$ cat config.mk
export PLATFORM = sky130hd
export DESIGN_NAME = stack
export DESIGN_NICKNAME = d
export VERILOG_FILES = /design/src/rtl/musa_stack_pkg.sv /design/src/rtl/rise_detect.sv /design/src/rtl/stack.sv
export SDC_FILE = /design/constraint.sdc
export NUM_CORES = 1
export LEC_CHECK = 0
export ABC_AREA = 1
export CORE_AREA = 2 2 121 123
export CTS_CLUSTER_SIZE = 12
export DETAILED_ROUTE_END_ITERATION = 10
export DIE_AREA = 0 0 123 125
export PLACE_DENSITY_LB_ADDON = 0.2
export SKIP_CTS_REPAIR_TIMING = 1
export SLEW_MARGIN = 40
export SYNTH_ARGS = -nofsm -noshare
export SYNTH_HDL_FRONTEND = slang
export SYNTH_HIERARCHICAL = 1
export SYNTH_SLANG_ARGS = --single-unit
$ cat constraint.sdc
create_clock -name clk -period 2.98 [get_ports clk]
set_input_delay 0.596 -clock clk [delete_from_list [all_inputs] [get_ports clk]]
set_output_delay 0.596 -clock clk [all_outputs]
set_load 0.02 [all_outputs]
$ cat src/rtl/musa_stack_pkg.sv
// Shared defaults and types for the MUSA return-address stack.
package musa_stack_pkg;

  localparam int STACK_WIDTH = 18;
  localparam int STACK_DEPTH = 8;
  localparam int STACK_CNT_W = $clog2(STACK_DEPTH) + 1;

  typedef logic [STACK_WIDTH-1:0] pc_t;

endpackage

$ cat src/rtl/rise_detect.sv
// 1-bit rising-edge detector: one-cycle pulse on each 0->1 transition.
module rise_detect (
  input  logic clk,
  input  logic rst_n,
  input  logic level_i,
  output logic rise_o
);

  logic level_q;

  // Remember last cycle's level; cleared on reset so a request held
  // through reset release fires once on the first clock afterwards.
  always_ff @(posedge clk or negedge rst_n) begin
    if (!rst_n) begin
      level_q <= 1'b0;
    end else begin
      level_q <= level_i;
    end
  end

  assign rise_o = level_i & ~level_q;

endmodule

$ cat src/rtl/stack.sv
// Return-address LIFO for the MUSA core. Push/pop act once per request
// edge; the popped PC is presented on a registered output.
module stack
  import musa_stack_pkg::*;
#(
  parameter int WIDTH = STACK_WIDTH,
  parameter int DEPTH = STACK_DEPTH
) (
  input  logic                     clk,
  input  logic                     rst_n,
  input  logic [WIDTH-1:0]         read_PC,
  input  logic                     push,
  input  logic                     pop,
  output logic [WIDTH-1:0]         write_PC,
  output logic [$clog2(DEPTH):0]   count,
  output logic                     empty,
  output logic                     full,
  output logic                     overflow,
  output logic                     underflow
);

  localparam int AW = $clog2(DEPTH);
  localparam int CW = AW + 1;

  logic             push_ev;
  logic             pop_ev;
  logic [CW-1:0]    count_q, count_d;
  logic [WIDTH-1:0] wpc_q, wpc_d;
  logic             ovf_q, ovf_d;
  logic             unf_q, unf_d;
  logic             mem_we;
  logic [AW-1:0]    mem_waddr;
  logic [AW-1:0]    top_idx;
  logic             is_empty;
  logic             is_full;
  logic [WIDTH-1:0] mem [DEPTH];

  rise_detect u_push_rise (
    .clk     (clk),
    .rst_n   (rst_n),
    .level_i (push),
    .rise_o  (push_ev)
  );

  rise_detect u_pop_rise (
    .clk     (clk),
    .rst_n   (rst_n),
    .level_i (pop),
    .rise_o  (pop_ev)
  );

  assign is_empty = (count_q == '0);
  assign is_full  = (count_q == CW'(DEPTH));
  // Top entry index; only used when the stack is non-empty.
  assign top_idx  = count_q[AW-1:0] - AW'(1);

  // Next-state for pointer, popped value, sticky flags and storage write.
  always_comb begin
    count_d   = count_q;
    wpc_d     = wpc_q;
    ovf_d     = ovf_q;
    unf_d     = unf_q;
    mem_we    = 1'b0;
    mem_waddr = count_q[AW-1:0];
    if (push_ev && pop_ev) begin
      if (is_empty) begin
        // Pop fails, push still lands in slot 0.
        unf_d     = 1'b1;
        mem_we    = 1'b1;
        mem_waddr = '0;
        count_d   = CW'(1);
      end else begin
        // Swap: return the old top and replace it in place.
        wpc_d     = mem[top_idx];
        mem_we    = 1'b1;
        mem_waddr = top_idx;
      end
    end else if (push_ev) begin
      if (is_full) begin
        ovf_d = 1'b1;
      end else begin
        mem_we  = 1'b1;
        count_d = count_q + CW'(1);
      end
    end else if (pop_ev) begin
      if (is_empty) begin
        unf_d = 1'b1;
      end else begin
        wpc_d   = mem[top_idx];
        count_d = count_q - CW'(1);
      end
    end
  end

  // Control and output registers.
  always_ff @(posedge clk or negedge rst_n) begin
    if (!rst_n) begin
      count_q <= '0;
      wpc_q   <= '0;
      ovf_q   <= 1'b0;
      unf_q   <= 1'b0;
    end else begin
      count_q <= count_d;
      wpc_q   <= wpc_d;
      ovf_q   <= ovf_d;
      unf_q   <= unf_d;
    end
  end

  // Storage array; contents are don't-care after reset.
  always_ff @(posedge clk) begin
    if (mem_we) begin
      mem[mem_waddr] <= read_PC;
    end
  end

  assign write_PC  = wpc_q;
  assign count     = count_q;
  assign empty     = is_empty;
  assign full      = is_full;
  assign overflow  = ovf_q;
  assign underflow = unf_q;

endmodule

==> run_results.csv, run 1 <==
group,metric,value,unit
route,firstDrtPassIters,5,
die,fp-row-count,44,
die,start_util,51.9,%
place,place_ws,0.298,ns
critical_path,crit_fanout,4,
finish,drive_gt1_share,8.67,%
synthesis,syn_avg_cell_area,10.2,sq um
timing,fin_tns_setup,0,ns
finish,fin_cells,980,
global_route,antenna_found_initial,0,
critical_path,max_stage_delay,0.60,ns
timing,slew_headroom,45.9,%
critical_path,crit_slowest_cell,"clkdlybuf4s50_1",
critical_path,crit_chain,"inv_1, ha_1, nand3_1, inv_1, clkdlybuf4s50_1",
place,dp_cells,948,
finish,antenna_cells,0,
timing,fin_crit,2.63,ns
synthesis,yosys_warnings,6,
timing,rsz0062_at_grt,"no",
cts,cts_sinks,170,
cts,cts.path.max_buffers,2,
route,drtIter0Drc,369,
timing,fmax,380,MHz
synthesis,syn_nets,753,
finish,layout.cells.most_common,"nand2_1",
cts,clk_pin_slew,0.06,ns
run,max_cap_violations,0,
critical_path,crit_top_cell,"inv_1",
finish,final_cell_mix,"nand2_1 (259), edfxtp_1 (144), inv_1 (118), nand3_1 (115), clkdlybuf4s50_1 (47)",
die,dieArea,15400,sq um
synthesis,synth-seq-cells,170,
die,fp.dieH,125,um
finish,final_util,60.7,%
critical_path,required,2.38,ns
synthesis,synth_top_family_by_area,"simple AND/OR/NAND/NOR gates",
synthesis,syn_area,7380,sq um
cts,root_buffer,"clkbuf_16",
route,drtAntennaViolNets,0,
synthesis,synthXorXnorAreaFrac,0.119,%
synthesis,netlist_instances,726,
power_and_ir_drop,finalPower,8.43,mW
timing,drv_slew,0,
cts,cts_buffers,17,
finish,finalNetCount,810,
timing,clock_skew,0.00981,ns
die,core_area,14200,sq um
place,place_congestion,0.845,
power_and_ir_drop,p_leak,3.80,nW
cts,htreeDepth,4,
cts,cts_tree,"done",
timing,fin_crit_sh,88.4,%
finish,fillers,1152,
worst_hold_path,hp-class,"reg2reg",
timing,worst_pin_slew,0.812,ns
timing,hold_viol,0,
synthesis,yosysSeqAreaShare,67.4,%
power_and_ir_drop,p_per_area,978,nW/um^2
global_route,overflow,0,
synthesis,synth-simple-area-share,22.2,%
global_route,grt_pass1_vias,4902,
critical_path,crit_path_start_kind,"register",
global_route,grt_pass1_wl,24500,um
global_route,grt_max_degree,76,
route,routed_wl,15500,um
timing,setup_viol,0,
critical_path,cp_top_family,"buffers and inverters",
synthesis,ys_types,23,
critical_path,critPathCaptureType,"output pin",
place,io_buffers,47,
route,avgRoutedWirePerCell,15.8,um
critical_path,path_buf_inv,3,
synthesis,synthAdderAreaFrac,0.950,%
synthesis,synth-compound-area-share,0.441,%
global_route,track_usage,21.4,%
place,hpwl,9220,um
cts,clock_latency,0.42,ns
route,via_per_inst,5.10,
die,ioPinCount,48,
finish,area_growth,16.9,%
critical_path,worst-setup-path-type,"reg2out",
synthesis,yosys-mux-area-fraction,0,%
timing,setup_slack,0.347,ns
route,drc,0,
die,die_w,123,um
power_and_ir_drop,ir_worst_vdd,760,uV
critical_path,critPathArrivalTime,2.04,ns
status,status,"finished clean",
route,vias,4996,
[tightest hold or removal path: stages (launching register included)]
cell and delay [ns]:
dfrtp_1 0.34, nand2_1 0.05, nand2_1 0.05
[final cells by class]
class                           instances  area [sq um]  area share (%)
Clock buffer                           18           439            5.09
Inverter                              125           472            5.47
Sequential cell                       170          4980            57.7
Clock inverter                         14           125            1.45
Multi-Input combinational cell        402          1750            20.3
Tap cell                              184           230            2.67
Timing Repair Buffer                   67           633            7.34
[synth_stat cells]
cell | count | area share [%]
inv_1 | 118 | 6.0
xor2_1 | 1 | 0.12
nor2_1 | 11 | 0.56
clkbuf_1 | 1 | 0.051
nand2_2 | 3 | 0.25
inv_4 | 1 | 0.085
nand2_1 | 259 | 13
dfrtp_1 | 26 | 8.8
buf_2 | 16 | 1.1
buf_6 | 2 | 0.31
nand3_1 | 115 | 7.8
or2_2 | 1 | 0.085
fa_1 | 1 | 0.27
nor2_2 | 2 | 0.17
o21bai_1 | 1 | 0.10
nand3_2 | 1 | 0.14
inv_2 | 6 | 0.31
edfxtp_1 | 144 | 59
a31o_2 | 1 | 0.12
ha_1 | 4 | 0.68
a21oi_2 | 1 | 0.12
a21boi_1 | 1 | 0.10
buf_4 | 10 | 1.0
[logic make-up (layout without fill, tap and decap cells)]
group | after synthesis | in the layout
simple gates | 392 | 392
flops | 170 | 170
buf+inv | 154 | 224
fa+ha+maj | 5 | 5
compound gates | 4 | 4
xor+xnor | 1 | 1
[stage by stage]
step	area (sq um)	hold slack, ns
floorplan	7380	0.300
global placement	8060	0.458
detailed placement	8060	0.469
CTS	8620	0.485
global route	8620	0.500
finish	8620	0.480
[sequential cells by signal, summed over array words and instances, names as in the netlist]
name	cells
count	4
mem	144
overflow	1
u_pop_rise/level_q	1
u_push_rise/level_q	1
underflow	1
write_PC	18
[power by group]
| part | total, mW | switching, mW | leakage, nW | internal (mW) |
|---|---|---|---|---|
| sequential | 3.06 | 0.144 | 1.62 | 2.92 |
| combinational | 3.30 | 2.17 | 1.93 | 1.13 |
| clock | 2.07 | 0.900 | 0.260 | 1.17 |
| total | 8.43 | 3.21 | 3.80 | 5.22 |
[routing by layer]
| layer | GRT usage (%) | part of all wire, % |
|---|---|---|
| met5 | 0 | 0 |
| met4 | 9.69 | 2.0 |
| met3 | 3.74 | 6.0 |
| met2 | 35.1 | 50 |
| met1 | 27.8 | 42 |
[final timing paths]
path | endpoint | depth (start not counted) | from | slack (ns)
min in group asynchronous | write_PC[2] | 2 | rst_n | 0.56
worst min-delay path | write_PC[2] | 2 | write_PC[2] | 0.48
worst min register to register | write_PC[2] | 2 | write_PC[2] | 0.48
worst max-delay path | full | 5 | count[1] | 0.35
max in group asynchronous | count[0] | 2 | rst_n | 2.11
worst max register to register | mem[7][10] | 7 | count[0] | 0.65
(Power assumes the default switching activity.)
==> run 2, diff against run 1 <==
--- a/config.mk
+++ b/config.mk
@@ -7,8 +7,8 @@
 export LEC_CHECK = 0
 export ABC_AREA = 1
-export CORE_AREA = 2 2 121 123
+export CORE_AREA = 8 8 122 135
 export CTS_CLUSTER_SIZE = 12
 export DETAILED_ROUTE_END_ITERATION = 10
-export DIE_AREA = 0 0 123 125
+export DIE_AREA = 0 0 130 143
 export PLACE_DENSITY_LB_ADDON = 0.2
 export SKIP_CTS_REPAIR_TIMING = 1
==> constraint.sdc (replaced) <==
create_clock -name clk -period 2.98 [get_ports clk]
set_input_delay 0.745 -clock clk [delete_from_list [all_inputs] [get_ports clk]]
set_output_delay 0.745 -clock clk [all_outputs]
set_load 0.02 [all_outputs]
==> run_results.csv, run 2 (synthesis results as in run 1) <==
group,metric,value,unit
status,status,"finished clean",
critical_path,crit_fanout,4,
place,dp_cells,953,
worst_hold_path,hp-class,"reg2reg",
timing,fmax,357,MHz
finish,layout.cells.most_common,"nand2_1",
timing,rsz0062_at_grt,"no",
route,highest_layer,"met4",
cts,cts_sinks,170,
timing,clock_skew,0.00667,ns
critical_path,required,2.24,ns
critical_path,crit_top_cell,"inv_1",
power_and_ir_drop,p_leak,3.85,nW
route,firstDrtPassIters,6,
cts,cts_buffers,17,
global_route,grt_max_degree,76,
place,io_buffers,47,
timing,slew_headroom,46.0,%
critical_path,crit_slowest_cell,"clkdlybuf4s50_1",
critical_path,critPathArrivalTime,2.06,ns
route,avgRoutedWirePerCell,16.1,um
critical_path,worst_r2r_endpoint,"mem[7][4]",
critical_path,rr_startpoint,"count[0]",
die,fp-row-count,46,
route,met2WireLength,7880,um
timing,worst_pin_slew,0.810,ns
route,drt-met1-wl,6610,um
route,dr_wl_met3,1070,um
finish,stdcell_area,8770,sq um
cts,cts.path.max_buffers,2,
critical_path,max_stage_delay,0.61,ns
worst_hold_path,hold_start,"write_PC[13]",
route,vias,5066,
timing,whs,0.480,ns
die,start_util,51.9,%
route,drtAntennaViolNets,0,
critical_path,worst-setup-path-type,"reg2out",
timing,drv_slew,0,
power_and_ir_drop,ir_worst_vdd,730,uV
critical_path,critPathCaptureType,"output pin",
place,hpwl,9630,um
global_route,overflow,0,
power_and_ir_drop,p_per_area,994,nW/um^2
worst_hold_path,min_path_cells,2,
finish,largest_reg_flops,144,
finish,antenna_cells,0,
route,drtIter0Drc,437,
timing,fin_tns_setup,0,ns
finish,fin_cells,985,
place,placed_area,8140,sq um
cts,clk_pin_slew,0.06,ns
run,max_cap_violations,0,
timing,setup_slack,0.176,ns
route,via_per_inst,5.14,
global_route,track_usage,18.0,%
finish,regMostFlops,"mem",
die,core_area,14200,sq um
global_route,grt_pass1_wl,24900,um
place,place_congestion,0.828,
finish,area_growth,18.9,%
global_route,antenna_found_initial,0,
worst_hold_path,hold_path_end,"write_PC[13]",
timing,setup_viol,0,
die,dieArea,18600,sq um
cts,htreeDepth,4,
critical_path,r2r_setup_slack,0.67,ns
critical_path,crit_path_start_kind,"register",
finish,final_cell_mix,"nand2_1 (259), edfxtp_1 (144), inv_1 (118), nand3_1 (115), clkdlybuf4s50_1 (47)",
cts,clock_latency,0.43,ns
finish,drive_gt1_share,9.33,%
timing,fin_crit,2.80,ns
timing,fin_crit_sh,94.1,%
place,place_ws,0.112,ns
die,ioPinCount,48,
critical_path,crit_chain,"inv_1, ha_1, nand3_1, inv_1, clkdlybuf4s50_1",
critical_path,r2r_cells,7,
cts,root_buffer,"clkbuf_16",
route,drc,0,
die,die_w,130,um
route,routed_wl,15900,um
timing,hold_viol,0,
die,fp.dieH,143,um
global_route,grt_pass1_vias,4866,
finish,finalNetCount,807,
cts,cts_tree,"done",
[run 2: cell types whose count changed in the layout (fill, tap and decap cells not counted)]
| cell | before | now |
|---|---|---|
| buf_12 | 1 | 7 |
| buf_4 | 19 | 10 |
| bufinv_16 | 1 | 3 |
| clkbuf_8 | 1 | 3 |
| clkinv_2 | 3 | 2 |
| clkinv_4 | 3 | 1 |
| clkinvlp_4 | 6 | 2 |
| inv_6 | 1 | 3 |
| inv_8 | 0 | 1 |
| nor2_1 | 11 | 3 |
| nor2_2 | 2 | 10 |
[run 2: layout make-up]
class,instances,area [sq um]
Clock buffer,20,467
Clock inverter,12,161
Fill cell,1146,5450
Inverter,125,472
Multi-Input combinational cell,402,1770
Sequential cell,170,4980
Tap cell,192,240
Timing Repair Buffer,64,686
[run 2: stage by stage]
step,util [%],total power [mW]
2_1_floorplan,-,5.41
3_3_place_gp,57.3,6.36
3_5_place_dp,57.3,6.45
4_1_cts,61.7,8.76
5_1_grt,61.7,9.21
6_report,61.7,8.71
[run 2: critical path, delay by kind of cell (launching register included)]
kind | cells | cell delay [ns]
AND/OR/NAND/NOR | 1 | 0.11
flip-flops | 1 | 0.42
buffers and inverters | 3 | 0.87
adder cells (fa/ha/maj) | 1 | 0.23
[run 2: worst max-delay path by stage]
stage | to | start | slack, ns
3_3_place_gp | mem[5][6] | push | 0.21
5_1_grt | full | count[1] | 0.06
4_1_cts | full | count[1] | 0.15
3_5_place_dp | mem[7][6] | push | 0.11
2_1_floorplan | mem[2][0] | count[0] | 0.07
6_report | full | count[1] | 0.18
[run 2: metal layers]
layer | GRT usage [%] | vias up
met4 | 7.41 | 0
met3 | 4.40 | 32
met1 | 22.3 | 2415
met2 | 29.6 | 184
li1 | - | 2435
met5 | 0 | -
[run 2: power breakdown]
group	switching (mW)	internal (mW)	leakage, nW	total [mW]
Combinational	2.20	1.15	1.93	3.35
Clock	0.901	1.40	0.305	2.30
Sequential	0.144	2.92	1.62	3.06
==> run 3, diff against run 2 <==
- PLACE_DENSITY: not set -> 0.75
- PLACE_DENSITY_LB_ADDON: 0.2 -> not set
- SKIP_LAST_GASP: not set -> 1
==> run_results.csv, run 3 (synthesis results as in run 1) <==
group,metric,value,unit
status,status,"finished clean",
die,fp.dieH,143,um
critical_path,crit_top_cell,"inv_1",
route,via_per_inst,5.23,
cts,root_buffer,"clkbuf_16",
timing,setup_viol,0,
place,io_buffers,47,
route,routed_wl,16400,um
power_and_ir_drop,p_int,5.61,mW
route,firstDrtPassIters,5,
route,vias,5169,
worst_hold_path,hp-class,"reg2reg",
route,drc,0,
timing,fin_crit_sh,94.1,%
finish,largest_reg_flops,144,
global_route,grt_pass1_wl,26000,um
timing,slew_headroom,46.6,%
finish,final_cell_mix,"nand2_1 (259), edfxtp_1 (144), inv_1 (118), nand3_1 (115), clkdlybuf4s50_1 (47)",
power_and_ir_drop,switching_share,36.4,%
power_and_ir_drop,p_per_area,1010,nW/um^2
timing,rsz0062_at_grt,"no",
timing,clock_skew,0.00716,ns
critical_path,crit_slowest_cell,"clkdlybuf4s50_1",
run,max_cap_violations,0,
finish,area_growth,18.4,%
power_and_ir_drop,pwr-share-clk,27.4,%
finish,seqCellArea,4980,sq um
power_and_ir_drop,seqPwrFrac,34.7,%
critical_path,worst-setup-path-type,"reg2out",
power_and_ir_drop,p_leak,3.86,nW
route,avgRoutedWirePerCell,16.6,um
power_and_ir_drop,finalPower,8.82,mW
critical_path,max_stage_delay,0.61,ns
power_and_ir_drop,p_sw,3.21,mW
route,drtIter0Drc,477,
place,hpwl,10400,um
cts,cts_buffers,17,
finish,drive_gt1_share,8.41,%
critical_path,critPathArrivalTime,2.06,ns
die,ioPinCount,48,
power_and_ir_drop,ir_worst_vdd,563,uV
cts,cts.path.max_buffers,2,
global_route,track_usage,18.7,%
cts,clk_pin_slew,0.06,ns
global_route,grt_max_degree,76,
global_route,overflow,0,
finish,finalNetCount,811,
power_and_ir_drop,comb_power_share,37.8,%
cts,cts_sinks,170,
place,place_congestion,0.815,
global_route,grt_pass1_vias,5114,
critical_path,crit_path_start_kind,"register",
timing,drv_slew,0,
die,dieArea,18600,sq um
finish,antenna_cells,0,
critical_path,crit_chain,"inv_1, ha_1, nand3_1, inv_1, clkdlybuf4s50_1",
cts,htreeDepth,4,
timing,worst_pin_slew,0.801,ns
finish,fillers,1108,
timing,fin_tns_setup,0,ns
timing,hold_viol,0,
die,fp-row-count,46,
critical_path,required,2.24,ns
finish,multi_input_area,1750,sq um
die,die_w,130,um
die,core_area,14200,sq um
finish,layout.cells.most_common,"nand2_1",
die,start_util,51.9,%
route,drtAntennaViolNets,0,
critical_path,crit_fanout,4,
timing,fin_crit,2.80,ns
cts,cts_tree,"done",
finish,regMostFlops,"mem",
global_route,antenna_found_initial,0,
timing,fmax,357,MHz
critical_path,critPathCaptureType,"output pin",
cts,clock_latency,0.42,ns
-- run 3: cell count changes in the layout (fill, tap and decap cells not counted), sizes merged --
cell,delta
bufinv,+3
buf,+4
clkinv,+3
inv,-4
clkbuf,-2
-- run 3: metal layers --
layer  track usage [%]  up-vias  part of all wire, %  routed length [um]
met5                 0        -                    0                   0
met4              9.06        0                  2.7                 439
met3              4.85       43                  8.1                1320
met2              30.4      240                   50                8110
met1              22.7     2440                   40                6500
li1                  -     2446                    -                   -
-- run 3: cell type report --
cell class	instances	share of cell area, %
Sequential cell	170	57.0
Timing Repair Buffer	68	7.34
Inverter	125	5.40
Multi-Input combinational cell	402	20.0
Clock buffer	18	4.91
Clock inverter	14	2.59
Tap cell	192	2.75
-- run 3: path summary, 6_finish.rpt --
path | start | endpoint | slack [ns] | cells after the start
min reg2reg | write_PC[14] | write_PC[14] | 0.48 | 2
min | write_PC[14] | write_PC[14] | 0.48 | 2
max in group asynchronous | rst_n | write_PC[10] | 1.67 | 2
max reg2reg | count[0] | mem[7][13] | 0.63 | 7
max | count[1] | full | 0.18 | 5
min in group asynchronous | rst_n | overflow | 0.70 | 1
-- run 3: metrics by stage --
| step | hold WS, ns | cell area (sq um) | utilization [%] | std cells | setup slack [ns] |
|---|---|---|---|---|---|
| CTS | 0.481 | 8730 | 61.4 | 989 | 0.140 |
| detailed placement | 0.465 | 8080 | 56.8 | 957 | 0.0842 |
| floorplan | 0.449 | 7380 | - | 726 | 0.0678 |
| global placement | 0.461 | 8080 | 56.8 | 957 | 0.248 |
| global route | 0.489 | 8730 | 61.4 | 989 | 0.0393 |
| finish | 0.475 | 8730 | 61.4 | 989 | 0.176 |
-- run 3: critical path: cells and delay by family (launching register included) --
family | cells | cell delay (ns)
buffers and inverters | 3 | 0.87
adder cells (fa/ha/maj) | 1 | 0.24
AND/OR/NAND/NOR | 1 | 0.12
flip-flops | 1 | 0.42
-- run 3: power by group through the flow --
stage / logic (mW) / clock network [mW] / registers, mW
2_1_floorplan: 2.12 / 0 / 3.28
3_3_place_gp: 3.18 / 0 / 3.10
3_5_place_dp: 3.32 / 0 / 3.11
4_1_cts: 3.34 / 2.46 / 3.07
5_1_grt: 3.67 / 2.56 / 3.09
6_report: 3.34 / 2.42 / 3.06
==> variant 1, RTL diff (settings of run 1) <==
The package constant `STACK_WIDTH` goes from 18 to 16.
--- a/src/rtl/musa_stack_pkg.sv
+++ b/src/rtl/musa_stack_pkg.sv
@@ -3,3 +3,3 @@
 
-  localparam int STACK_WIDTH = 18;
+  localparam int STACK_WIDTH = 16;
   localparam int STACK_DEPTH = 8;
Interface: changed (resized read_PC and write_PC); port bits go from 48 to 44. The function was not compared with the original's and may differ.
==> variant 1 against run 1 <==
  * Fmax decreased by 6.3%
  * Hold slack about the same
  * Power decreased by 5.4%
  * Clock skew decreased by 0.0038 ns
  * Synthesized cell count decreased by 15%
  * Design area decreased by 10%
  * Combinational power decreased by 7.0%
  * Synthesized area decreased by 12%
  * Sequential cell count decreased by 18
  * Routed wire length decreased by 5.1%
  * Setup slack got worse by 0.18 ns
  * Global-route usage decreased by 0.80 points
==> variant 1: results <==
group,metric,value,unit
outcome,status,"completed",
detailed_routing,drtIter0Drc,440,
synthesis,synth-edff-count,128,
synthesis,async_flop_share,0.158,
place,gp_congestion,0.817,
layout,drive_gt1_frac,0.0922,
hold_path,hp-start,"write_PC[9]$_DFFE_PN0P_",
global_routing,grt_usage,0.206,
layout,fillerInstances,1249,
layout,buf_share,0.0761,
setup_path,timing.critical_path.max_delay_family,"buffers and inverters",
detailed_routing,first_pass_iters,4,
layout,clockNetworkAreaShare,0.0772,
clocking,cts_sinks,152,
place,numPortBuffers,43,
sta,skew,0.00598,ns
layout,fin_util,0.544,
sta,tightest_slew,0.746,ns
place,dp_slack,0.288,ns
layout,n_all_buffers,59,
synthesis,avgSynthCellArea,10.5,um^2
synthesis,synth_cell_types,27,
layout,fin_nets,695,
detailed_routing,viasPerCell,5.10,
layout,non_clock_inverter_count,48,
layout,largest_register_ffs,128,
global_routing,grt_pass1_wl,23200,um
detailed_routing,finalWirelength,14700,um
synthesis,synthTopCellsByCount,"nand2_1 (287), edfxtp_1 (128), nand3_1 (68)",
place,place_inst,835,
power,peakVddDrop,0.000594,V
detailed_routing,wire_per_inst,17.0,um
global_routing,grt_max_degree,69,
power,p_leak,3.25,nW
synthesis,ys_seq_area_frac,0.683,
layout,regArea,0.00445,mm^2
setup_path,cp.arrival,2.22,ns
setup_path,rr_startpoint,"count[0]$_DFFE_PN0P_",
synthesis,synth_nets,643,
global_routing,first_global_vias,4256,
layout,multiInputGateArea,0.00169,mm^2
layout,multi_input_cells,392,
synthesis,synth_area_leaders,"edfxtp_1 (59%), nand2_1 (17%), dfrtp_1 (9.2%)",
place,dpl_cell_area,0.00714,mm^2
layout,diodes,0,
hold_path,hold_path_class,"reg -> reg",
setup_path,critPathKind,"reg -> out",
layout,clockBufferCount,20,
setup_path,crit_fanout,29,
[variant 1: changes by cell type after synthesis, sizes merged, moves of 2 or more]
cell    change
inv        -78
nand3      -46
nand2      +31
edfxtp     -16
o21ai       +6
buf         -5
clkbuf      +2
dfrtp       -2
[variant 1: path summary, 6_finish.rpt]
check / to / slack [ns] / depth (start not counted)
hold reg to reg: write_PC[9]$_DFFE_PN0P_ / 0.48 / 2
hold / removal: write_PC[9]$_DFFE_PN0P_ / 0.48 / 2
setup / recovery: empty / 0.17 / 5
max in group asynchronous: write_PC[8]$_DFFE_PN0P_ / 1.77 / 2
min in group asynchronous: write_PC[3]$_DFFE_PN0P_ / 0.60 / 1
setup reg to reg: mem[2][2]$_DFFE_PP_ / 0.78 / 9
[variant 1: logic make-up (layout without fill, tap and decap cells)]
| logic type | count (synthesis) | in the layout | share of synthesized area |
|---|---|---|---|
| AND/OR/NAND/NOR | 377 | 377 | 0.239 |
| XOR/XNOR | 1 | 1 | 0.00135 |
| flip-flops | 152 | 152 | 0.683 |
| adder cells (fa/ha/maj) | 5 | 5 | 0.0108 |
| buffers and inverters | 74 | 139 | 0.0573 |
| AO/OA/AOI/OAI | 9 | 9 | 0.00789 |
[variant 1: power by group]
part           total (mW)  internal [mW]  switching (mW)
Clock                2.17           1.33           0.834
Sequential           2.74           2.61           0.132
Combinational        3.07           1.02            2.05
Total                7.98           4.96            3.02
[variant 1: layer usage]
layer / track usage / up-vias / routed length [um]
met2: 0.296 / 141 / 6560
li1: - / 2118 / -
met1: 0.309 / 2143 / 6960
met3: 0.0493 / 18 / 1020
met5: 0 / - / 0
met4: 0.0668 / 0 / 199
==> variant 2, RTL diff (config.mk and constraints of run 1) <==
Made on the original files. Reset style: synchronous (`rst_n`), changed in 2 clocked blocks.
--- a/src/rtl/rise_detect.sv
+++ b/src/rtl/rise_detect.sv
@@ -12,3 +12,3 @@
   // through reset release fires once on the first clock afterwards.
-  always_ff @(posedge clk or negedge rst_n) begin
+  always_ff @(posedge clk) begin
     if (!rst_n) begin
--- a/src/rtl/stack.sv
+++ b/src/rtl/stack.sv
@@ -95,3 +95,3 @@
   // Control and output registers.
-  always_ff @(posedge clk or negedge rst_n) begin
+  always_ff @(posedge clk) begin
     if (!rst_n) begin
Function: differs if rst_n is asserted again (counterexample within 4 cycles, from zero or initial values and one cycle with rst_n low); with rst_n held inactive, the same outputs for 4 cycles.
==> variant 2 against run 1 <==
  * Cell count is 0.20% lower
  * First-iteration DRC count grew 13%
  * Critical path type unchanged
  * Clock power grew 9.7%
  * Largest power group is now registers
  * Routed wire length rose by 6.4%
  * Synthesized cell count decreased by 0.69%
  * Sequential cell count did not move
  * Design area up 0.17%
  * Setup slack worse by 0.042 ns
  * Synthesized area is 1.8% lower
  * Power fell by 16%
==> variant 2: results <==
group,metric,value,unit
setup_path,crit_fanout,5,
synthesis,synth_cell_types,30,
layout,fin_nets,809,
global_routing,met3_usage,0.0429,
detailed_routing,met3_length,983,um
place,dp_slack,0.164,ns
detailed_routing,finalWirelength,16500,um
setup_path,rr_startpoint,"count[1]$_SDFFE_PN0P_",
detailed_routing,drtIter0Drc,416,
outcome,status,"completed",
clocking,clk_pin_slew,0.06,ns
hold_path,hp-start,"write_PC[1]$_SDFFE_PN0P_",
detailed_routing,wl_met2,7810,um
global_routing,grt_util_met2,0.357,
layout,drive_gt1_frac,0.0919,
synthesis,synth_nets,748,
detailed_routing,viasPerCell,5.18,
synthesis,async_flop_share,0,
power,p_leak,3.62,nW
sta,skew,0.00776,ns
setup_path,cp.arrival,2.08,ns
global_routing,grt_max_degree,42,
layout,post-route-cell-area,0.00864,mm^2
place,numPortBuffers,47,
global_routing,first_global_vias,5022,
synthesis,yosysWarningCount,6,
detailed_routing,first_pass_iters,7,
sta,tightest_slew,0.442,ns
synthesis,synth_xor_xnor_area_share,0.00587,
global_routing,grt_pass1_wl,26200,um
layout,top_register,"mem",
layout,diodes,0,
power,peakVddDrop,0.000506,V
global_routing,grt_use_met1,0.320,
synthesis,synth_compound_area_frac,0.0223,
detailed_routing,vias,5065,
synthesis,synthAdderAreaFrac,0.00967,
synthesis,ys_seq_area_frac,0.669,
synthesis,yosys-mux-area-fraction,0,
detailed_routing,drt-met1-wl,7300,um
detailed_routing,top_layer,"met4",
layout,largest_register_ffs,144,
layout,fillerInstances,1189,
global_routing,grt_usage,0.230,
synthesis,synth_area_leaders,"edfxtp_1 (60%), nand2_1 (11%), nand3_1 (7.7%)",
synthesis,synthTopCellsByCount,"nand2_1 (217), edfxtp_1 (144), inv_1 (122)",
synthesis,avgSynthCellArea,10.0,um^2
place,dp_hpwl,10300,um
place,gp_congestion,0.843,
place,place_inst,947,
place,dpl_cell_area,0.00803,mm^2
variant 2: worst paths after layout:
check                                   to  depth (start not counted)  slack [ns]
setup / recovery                     empty                          5        0.30
hold / removal    write_PC[1]$_SDFFE_PN0P_                          2        0.47
setup reg to reg       mem[1][0]$_DFFE_PP_                          8        0.70
hold reg to reg   write_PC[1]$_SDFFE_PN0P_                          2        0.47
variant 2: power by group:
group	internal, mW	switching, mW
combinational	0.670	1.25
sequential	2.81	0.0890
clock	1.38	0.886
total	4.86	2.23
variant 2: critical path, cell delays in order, from the launching register on:
cell             delay (ns)
dfxtp_1                0.36
inv_1                  0.16
ha_1                   0.22
nand3_2                0.13
inv_1                  0.16
clkdlybuf4s50_1        0.63
variant 2: area by class of cell:
cell class              count  share of cell area
clock buffers              17              0.0492
clock inverters            14              0.0209
inverters                 127              0.0555
multi-input cells         394               0.208
flip-flops and latches    170               0.561
well taps                 184              0.0267
repair buffers             72              0.0791
